### config.mk
export PLATFORM = sky130hd
export DESIGN_NAME = adc12_sample_buffer
export DESIGN_NICKNAME = d
export VERILOG_FILES = /design/src/rtl/adc12_pkg.sv /design/src/rtl/sync_fifo_fwft.sv /design/src/rtl/adc12_sample_buffer.sv
export SDC_FILE = /design/constraint.sdc
export NUM_CORES = 1
export LEC_CHECK = 0
export CAP_MARGIN = 20
export CORE_ASPECT_RATIO = 1.2
export CORE_MARGIN = 2
export CORE_UTILIZATION = 54
export DETAILED_ROUTE_END_ITERATION = 10
export GPL_ROUTABILITY_DRIVEN = 0
export PLACE_DENSITY = 0.76
export SLEW_MARGIN = 20
export SYNTH_ARGS = -nofsm -noshare
export SYNTH_HDL_FRONTEND = slang
export SYNTH_SLANG_ARGS = --single-unit
### constraint.sdc
create_clock -name UserCLK -period 3.6 [get_ports UserCLK]
set_input_delay 1.08 -clock UserCLK [delete_from_list [all_inputs] [get_ports UserCLK]]
set_output_delay 1.08 -clock UserCLK [all_outputs]
set_load 0.03 [all_outputs]
### src/rtl/adc12_pkg.sv
// Shared constants and types for the 12-bit ADC sample buffer.
// Holds the averaging selector encoding and the accumulator sizing.
package adc12_pkg;

  localparam int ADC_NUM_BITS = 12;
  localparam int AVG_LOG2_MAX = 3;
  localparam int ACC_W        = ADC_NUM_BITS + AVG_LOG2_MAX;

  typedef enum logic [1:0] {
    AVG_1 = 2'd0,
    AVG_2 = 2'd1,
    AVG_4 = 2'd2,
    AVG_8 = 2'd3
  } avg_sel_t;

endpackage

### src/rtl/sync_fifo_fwft.sv
// First-word-fall-through synchronous FIFO with wrap-bit pointers.
// A push while full without a pop is dropped and reported on 'drop'.
module sync_fifo_fwft #(
  parameter int WIDTH = 12,
  parameter int DEPTH = 8
) (
  input  logic                       UserCLK,
  input  logic                       RESET_N,
  input  logic                       flush,
  input  logic                       push,
  input  logic [WIDTH-1:0]           din,
  input  logic                       pop,
  output logic [WIDTH-1:0]           dout,
  output logic                       empty,
  output logic                       full,
  output logic [$clog2(DEPTH):0]     level,
  output logic                       drop
);

  localparam int AW = $clog2(DEPTH);

  logic [AW:0]      wr_q, wr_d;
  logic [AW:0]      rd_q, rd_d;
  logic [WIDTH-1:0] mem_q [DEPTH];
  logic             do_pop_s;
  logic             do_push_s;

  assign empty = (wr_q == rd_q);
  assign full  = (wr_q[AW] != rd_q[AW]) && (wr_q[AW-1:0] == rd_q[AW-1:0]);
  assign level = wr_q - rd_q;
  assign dout  = empty ? {WIDTH{1'b0}} : mem_q[rd_q[AW-1:0]];

  // Pointer next-state; a pop only counts when a word is present, which frees a slot for a same-cycle push.
  always_comb begin
    do_pop_s  = 1'b0;
    do_push_s = 1'b0;
    drop      = 1'b0;
    wr_d      = wr_q;
    rd_d      = rd_q;
    if (flush) begin
      wr_d = {(AW+1){1'b0}};
      rd_d = {(AW+1){1'b0}};
    end else begin
      do_pop_s  = pop && !empty;
      do_push_s = push && (!full || do_pop_s);
      drop      = push && full && !pop;
      if (do_pop_s) begin
        rd_d = rd_q + {{AW{1'b0}}, 1'b1};
      end else begin
        rd_d = rd_q;
      end
      if (do_push_s) begin
        wr_d = wr_q + {{AW{1'b0}}, 1'b1};
      end else begin
        wr_d = wr_q;
      end
    end
  end

  // Pointer registers.
  always_ff @(posedge UserCLK or negedge RESET_N) begin
    if (!RESET_N) begin
      wr_q <= {(AW+1){1'b0}};
      rd_q <= {(AW+1){1'b0}};
    end else begin
      wr_q <= wr_d;
      rd_q <= rd_d;
    end
  end

  // Storage array; intentionally left out of reset.
  always_ff @(posedge UserCLK) begin
    if (do_push_s) begin
      mem_q[wr_q[AW-1:0]] <= din;
    end
  end

endmodule

### src/rtl/adc12_sample_buffer.sv
// Averages 1/2/4/8 consecutive ADC conversions and queues each result in a FWFT FIFO.
// The averaging factor is captured on the first sample of every group.
module adc12_sample_buffer
  import adc12_pkg::*;
#(
  parameter int NUM_BITS     = 12,
  parameter int DEPTH        = 8,
  parameter int NoConfigBits = 2
) (
  input  logic                     UserCLK,
  input  logic                     RESET_N,
  input  logic                     CLEAR,
  input  logic                     SAMPLE_VALID,
  input  logic [NUM_BITS-1:0]      SAMPLE_VALUE,
  input  logic                     POP,
  output logic [NUM_BITS-1:0]      DATA,
  output logic                     EMPTY,
  output logic                     FULL,
  output logic [$clog2(DEPTH):0]   LEVEL,
  output logic                     OVERFLOW,
  input  logic [NoConfigBits-1:0]  ConfigBits
);

  localparam int SUM_W = NUM_BITS + AVG_LOG2_MAX;

  logic [SUM_W-1:0]    acc_q, acc_d;
  logic [2:0]          cnt_q, cnt_d;
  avg_sel_t            sel_q, sel_d;
  avg_sel_t            sel_s;
  logic [2:0]          last_s;
  logic [SUM_W-1:0]    sum_s;
  logic [NUM_BITS-1:0] avg_s;
  logic                push_s;
  logic                drop_s;
  logic                overflow_q, overflow_d;

  assign sum_s    = acc_q + {{AVG_LOG2_MAX{1'b0}}, SAMPLE_VALUE};
  assign OVERFLOW = overflow_q;

  // Selects the group length and the truncated average for the active group.
  always_comb begin
    if (cnt_q == 3'd0) begin
      sel_s = avg_sel_t'(ConfigBits[1:0]);
    end else begin
      sel_s = sel_q;
    end
    case (sel_s)
      AVG_1: begin
        last_s = 3'd0;
        avg_s  = sum_s[NUM_BITS-1:0];
      end
      AVG_2: begin
        last_s = 3'd1;
        avg_s  = sum_s[NUM_BITS:1];
      end
      AVG_4: begin
        last_s = 3'd3;
        avg_s  = sum_s[NUM_BITS+1:2];
      end
      AVG_8: begin
        last_s = 3'd7;
        avg_s  = sum_s[NUM_BITS+2:3];
      end
      default: begin
        last_s = 3'd0;
        avg_s  = sum_s[NUM_BITS-1:0];
      end
    endcase
  end

  // Accumulator, group counter and overflow sticky next-state; CLEAR wins over everything.
  always_comb begin
    acc_d      = acc_q;
    cnt_d      = cnt_q;
    sel_d      = sel_q;
    push_s     = 1'b0;
    overflow_d = overflow_q;
    if (CLEAR) begin
      acc_d      = {SUM_W{1'b0}};
      cnt_d      = 3'd0;
      overflow_d = 1'b0;
    end else begin
      if (SAMPLE_VALID) begin
        sel_d = sel_s;
        if (cnt_q == last_s) begin
          push_s = 1'b1;
          acc_d  = {SUM_W{1'b0}};
          cnt_d  = 3'd0;
        end else begin
          acc_d  = sum_s;
          cnt_d  = cnt_q + 3'd1;
        end
      end else begin
        sel_d = sel_q;
      end
      if (drop_s) begin
        overflow_d = 1'b1;
      end else begin
        overflow_d = overflow_q;
      end
    end
  end

  // Averaging and sticky state registers.
  always_ff @(posedge UserCLK or negedge RESET_N) begin
    if (!RESET_N) begin
      acc_q      <= {SUM_W{1'b0}};
      cnt_q      <= 3'd0;
      sel_q      <= AVG_1;
      overflow_q <= 1'b0;
    end else begin
      acc_q      <= acc_d;
      cnt_q      <= cnt_d;
      sel_q      <= sel_d;
      overflow_q <= overflow_d;
    end
  end

  sync_fifo_fwft #(
    .WIDTH (NUM_BITS),
    .DEPTH (DEPTH)
  ) u_fifo (
    .UserCLK (UserCLK),
    .RESET_N (RESET_N),
    .flush   (CLEAR),
    .push    (push_s),
    .din     (avg_s),
    .pop     (POP),
    .dout    (DATA),
    .empty   (EMPTY),
    .full    (FULL),
    .level   (LEVEL),
    .drop    (drop_s)
  );

endmodule

==> results.cfg <==
[critical_path]
cp-start-kind = input port
path_max_fanout = 8
required_ps = 3870
crit_arrival_ps = 3730
crit_path_end_kind = flip-flop
path_class = input port to flip-flop

[timing]
maxSlewViolCount = 0
finalCritPeriodShare = 0.9616
setup_viol = 0
worstMarginPinSlew_ps = 1077
skew_ps = 8.170
max_freq_ghz = 0.2889
finalCriticalPeriod_ps = 3462
fin_setup_tns_ps = 0
max_slew_margin = 0.2792
finalHoldViolations = 0

[detailed_routing]
drtIter0Drc = 352
ant_nets = 0
post_drt_wl_per_cell_um = 19.88
vias = 4359
finalWirelength_um = 14790
drc = 0
via_per_inst = 5.859
dr.pass1.iters = 5

[final_layout]
antenna_cells = 0
fillCellCount = 752
areaGrowthSynthToFinish_pct = 25.35
layout_common_cells = 96 x edfxtp_1, 67 x buf_4, 64 x nand2_1
fin_cells = 744
fin_area_um2 = 7770
mostFrequentLayoutCell = edfxtp_1
fin_nets = 617
drive_gt1_frac = 0.2322

[cts]
clkTransAtPathRegs_ps = 50
cts_num_sinks = 125
tritoncts = done
clk_path_buf_depth = 2
clk_latency_ps = 410
cts_inserted_buffers = 17
root_buffer = clkbuf_16
cts_max_level = 4

[power]
swShare = 0.3150
power.leakage_nw = 3.148
peakVddDrop_mv = 0.3790
clkPwrFrac = 0.304
p_seq_frac = 0.356
power_frac_comb = 0.340
p_per_area_nw_per_um2 = 712.3
p_switching_w = 0.001743
power.internal_w = 0.003791

[placed_design]
dp.final_hpwl_um = 9308
portBuffers = 37
dp_cells = 709
place_area_um2 = 7122

[die]
die_x_um = 101.8
die_area_um2 = 12360
core.rowCount = 42
die_y_um = 121.4
ios = 38
initial_utilization = 0.5590
core_um2 = 11090

[logic_synthesis]
ys.flop_type = edfxtp_1
yosysSeqAreaShare = 0.5822
synth_area_per_cell_um2 = 12.83
synth_nets = 523
netlist_area_um2 = 6198
synth_edf_count = 96
synth.top_cell.area_share = 0.4651
synthCells = 483
synthTopCellsByArea = edfxtp_1 47%, dfrtp_1 12%, mux4_2 8.7%, nand2_1 3.9%, ha_1 3.8%
async_reset_ff_frac = 0.2320
synth_area_leader_cell = edfxtp_1
ys_ff_latch = 125
synth.distinct_cells = 51
yosys_warnings = 0

[global_routing]
antenna_found_initial = 0
track_usage = 0.2571
first_global_vias = 4530
grt_max_degree = 30
grt_pass1_wl_um = 23190
gr-total-overflow = 0

[flow_run]
cap_violations = 0

[worst_hold_path]
hold_class = flip-flop to flip-flop

[status]
outcome = completed
[final timing paths]
path                       cells after the start  slack, ps                      endpoint            startpoint
setup / recovery                              13        140  u_fifo.mem_q[3][5]$_DFFE_PP_       SAMPLE_VALUE[0]
hold / removal                                 2        510          OVERFLOW$_DFFE_PN0P_  OVERFLOW$_DFFE_PN0P_
setup reg to reg                               9        830  u_fifo.mem_q[1][3]$_DFFE_PP_  cnt_q[0]$_DFFE_PN0P_
hold reg to reg                                2        510          OVERFLOW$_DFFE_PN0P_  OVERFLOW$_DFFE_PN0P_
max in group asynchronous                      2       2260         acc_q[13]$_DFFE_PN0P_               RESET_N
min in group asynchronous                      2       1060          cnt_q[1]$_DFFE_PN0P_               RESET_N
[power by group through the flow]
stage          clock (W)  sequential, W  combinational [W]
4_1_cts          0.00170        0.00197            0.00182
6_report         0.00168        0.00197            0.00188
5_1_grt          0.00177        0.00198            0.00206
2_1_floorplan          0        0.00198            0.00111
3_5_place_dp           0        0.00199            0.00180
3_3_place_gp           0        0.00199            0.00173
[kinds of logic (layout without fill, tap and decap cells)]
group           Yosys count  after routing  share of synthesized area
compound gates          100            100                     0.1021
buf+inv                  41            148                    0.02685
mux                      33             33                     0.1062
xor+xnor                 22             22                    0.03109
simple gates            141            141                     0.1068
fa+ha+maj                21             21                    0.04481
flops                   125            125                     0.5822
[worst max-delay path, cell delays in order]
cell and delay [ps]:
clkdlybuf4s50_1 480, ha_1 180, inv_1 50, fa_1 430, nor2b_2 160, o2111ai_1 130, buf_4 170, nand3_1 70
o21ai_0 80, a222oi_1 480, nand2_1 120, o21ai_0 110, buf_4 190
[cell usage after synthesis, types with 5 or more instances]
library cell  count
a31oi_1           9
ha_1             19
nand3_1           8
mux4_2           24
xnor2_1          17
nor3_1            9
a21o_1            7
and3_1            5
o21ai_0          15
nand2_1          64
a21oi_1          35
xor2_1            5
dfrtp_1          29
nor2_1           34
inv_1            15
clkbuf_1         20
edfxtp_1         96
mux2i_1           5
a22o_1           10
[stage by stage]
stage	util	setup slack [ps]	hold WS, ps	power [W]
after floorplan	-	36.00	453.8	0.003089
after global placement	0.6423	-279.9	482.8	0.003718
after detailed placement	0.6423	-393.5	498.2	0.003797
after CTS	0.6943	2.397	513.2	0.005487
after global routing	0.7007	-31.66	537.4	0.005817
final	0.7007	138.3	505.2	0.005534
[what timing repair did]
| action | in CTS | in global routing |
|---|---|---|
| endpoints found under the setup margin | 5 | 56 |
| cloned | 0 | 0 |
| setup buffers | 0 | 3 |
| hold buffers | 0 | 0 |
| resized for setup | 5 | 13 |
| pin swaps | 0 | 2 |
[metal layers]
layer	global-route usage	wire length, um
met5	0	0
met4	0.09797	415
met3	0.05991	814
met2	0.4572	8048
met1	0.2970	5509
[flip-flops by register name, summed over array words and instances, names as in the netlist]
name          flops
cnt_q             3
u_fifo.rd_q       4
acc_q            15
u_fifo.mem_q     96
OVERFLOW          1
u_fifo.wr_q       4
sel_q             2
[layout make-up]
| type | instances | area (um2) | share of cell area |
|---|---|---|---|
| clock inverter | 12 | 146.4 | 0.01884 |
| sequential | 125 | 3608 | 0.4644 |
| clock buffer | 20 | 436.7 | 0.05620 |
| timing repair buffer | 101 | 874.6 | 0.1126 |
| multi-input combinational | 317 | 2455 | 0.3159 |
| tap | 154 | 192.7 | 0.02480 |
| inverter | 15 | 56.30 | 0.007246 |
No activity file was read; power rests on OpenSTA's default activity.
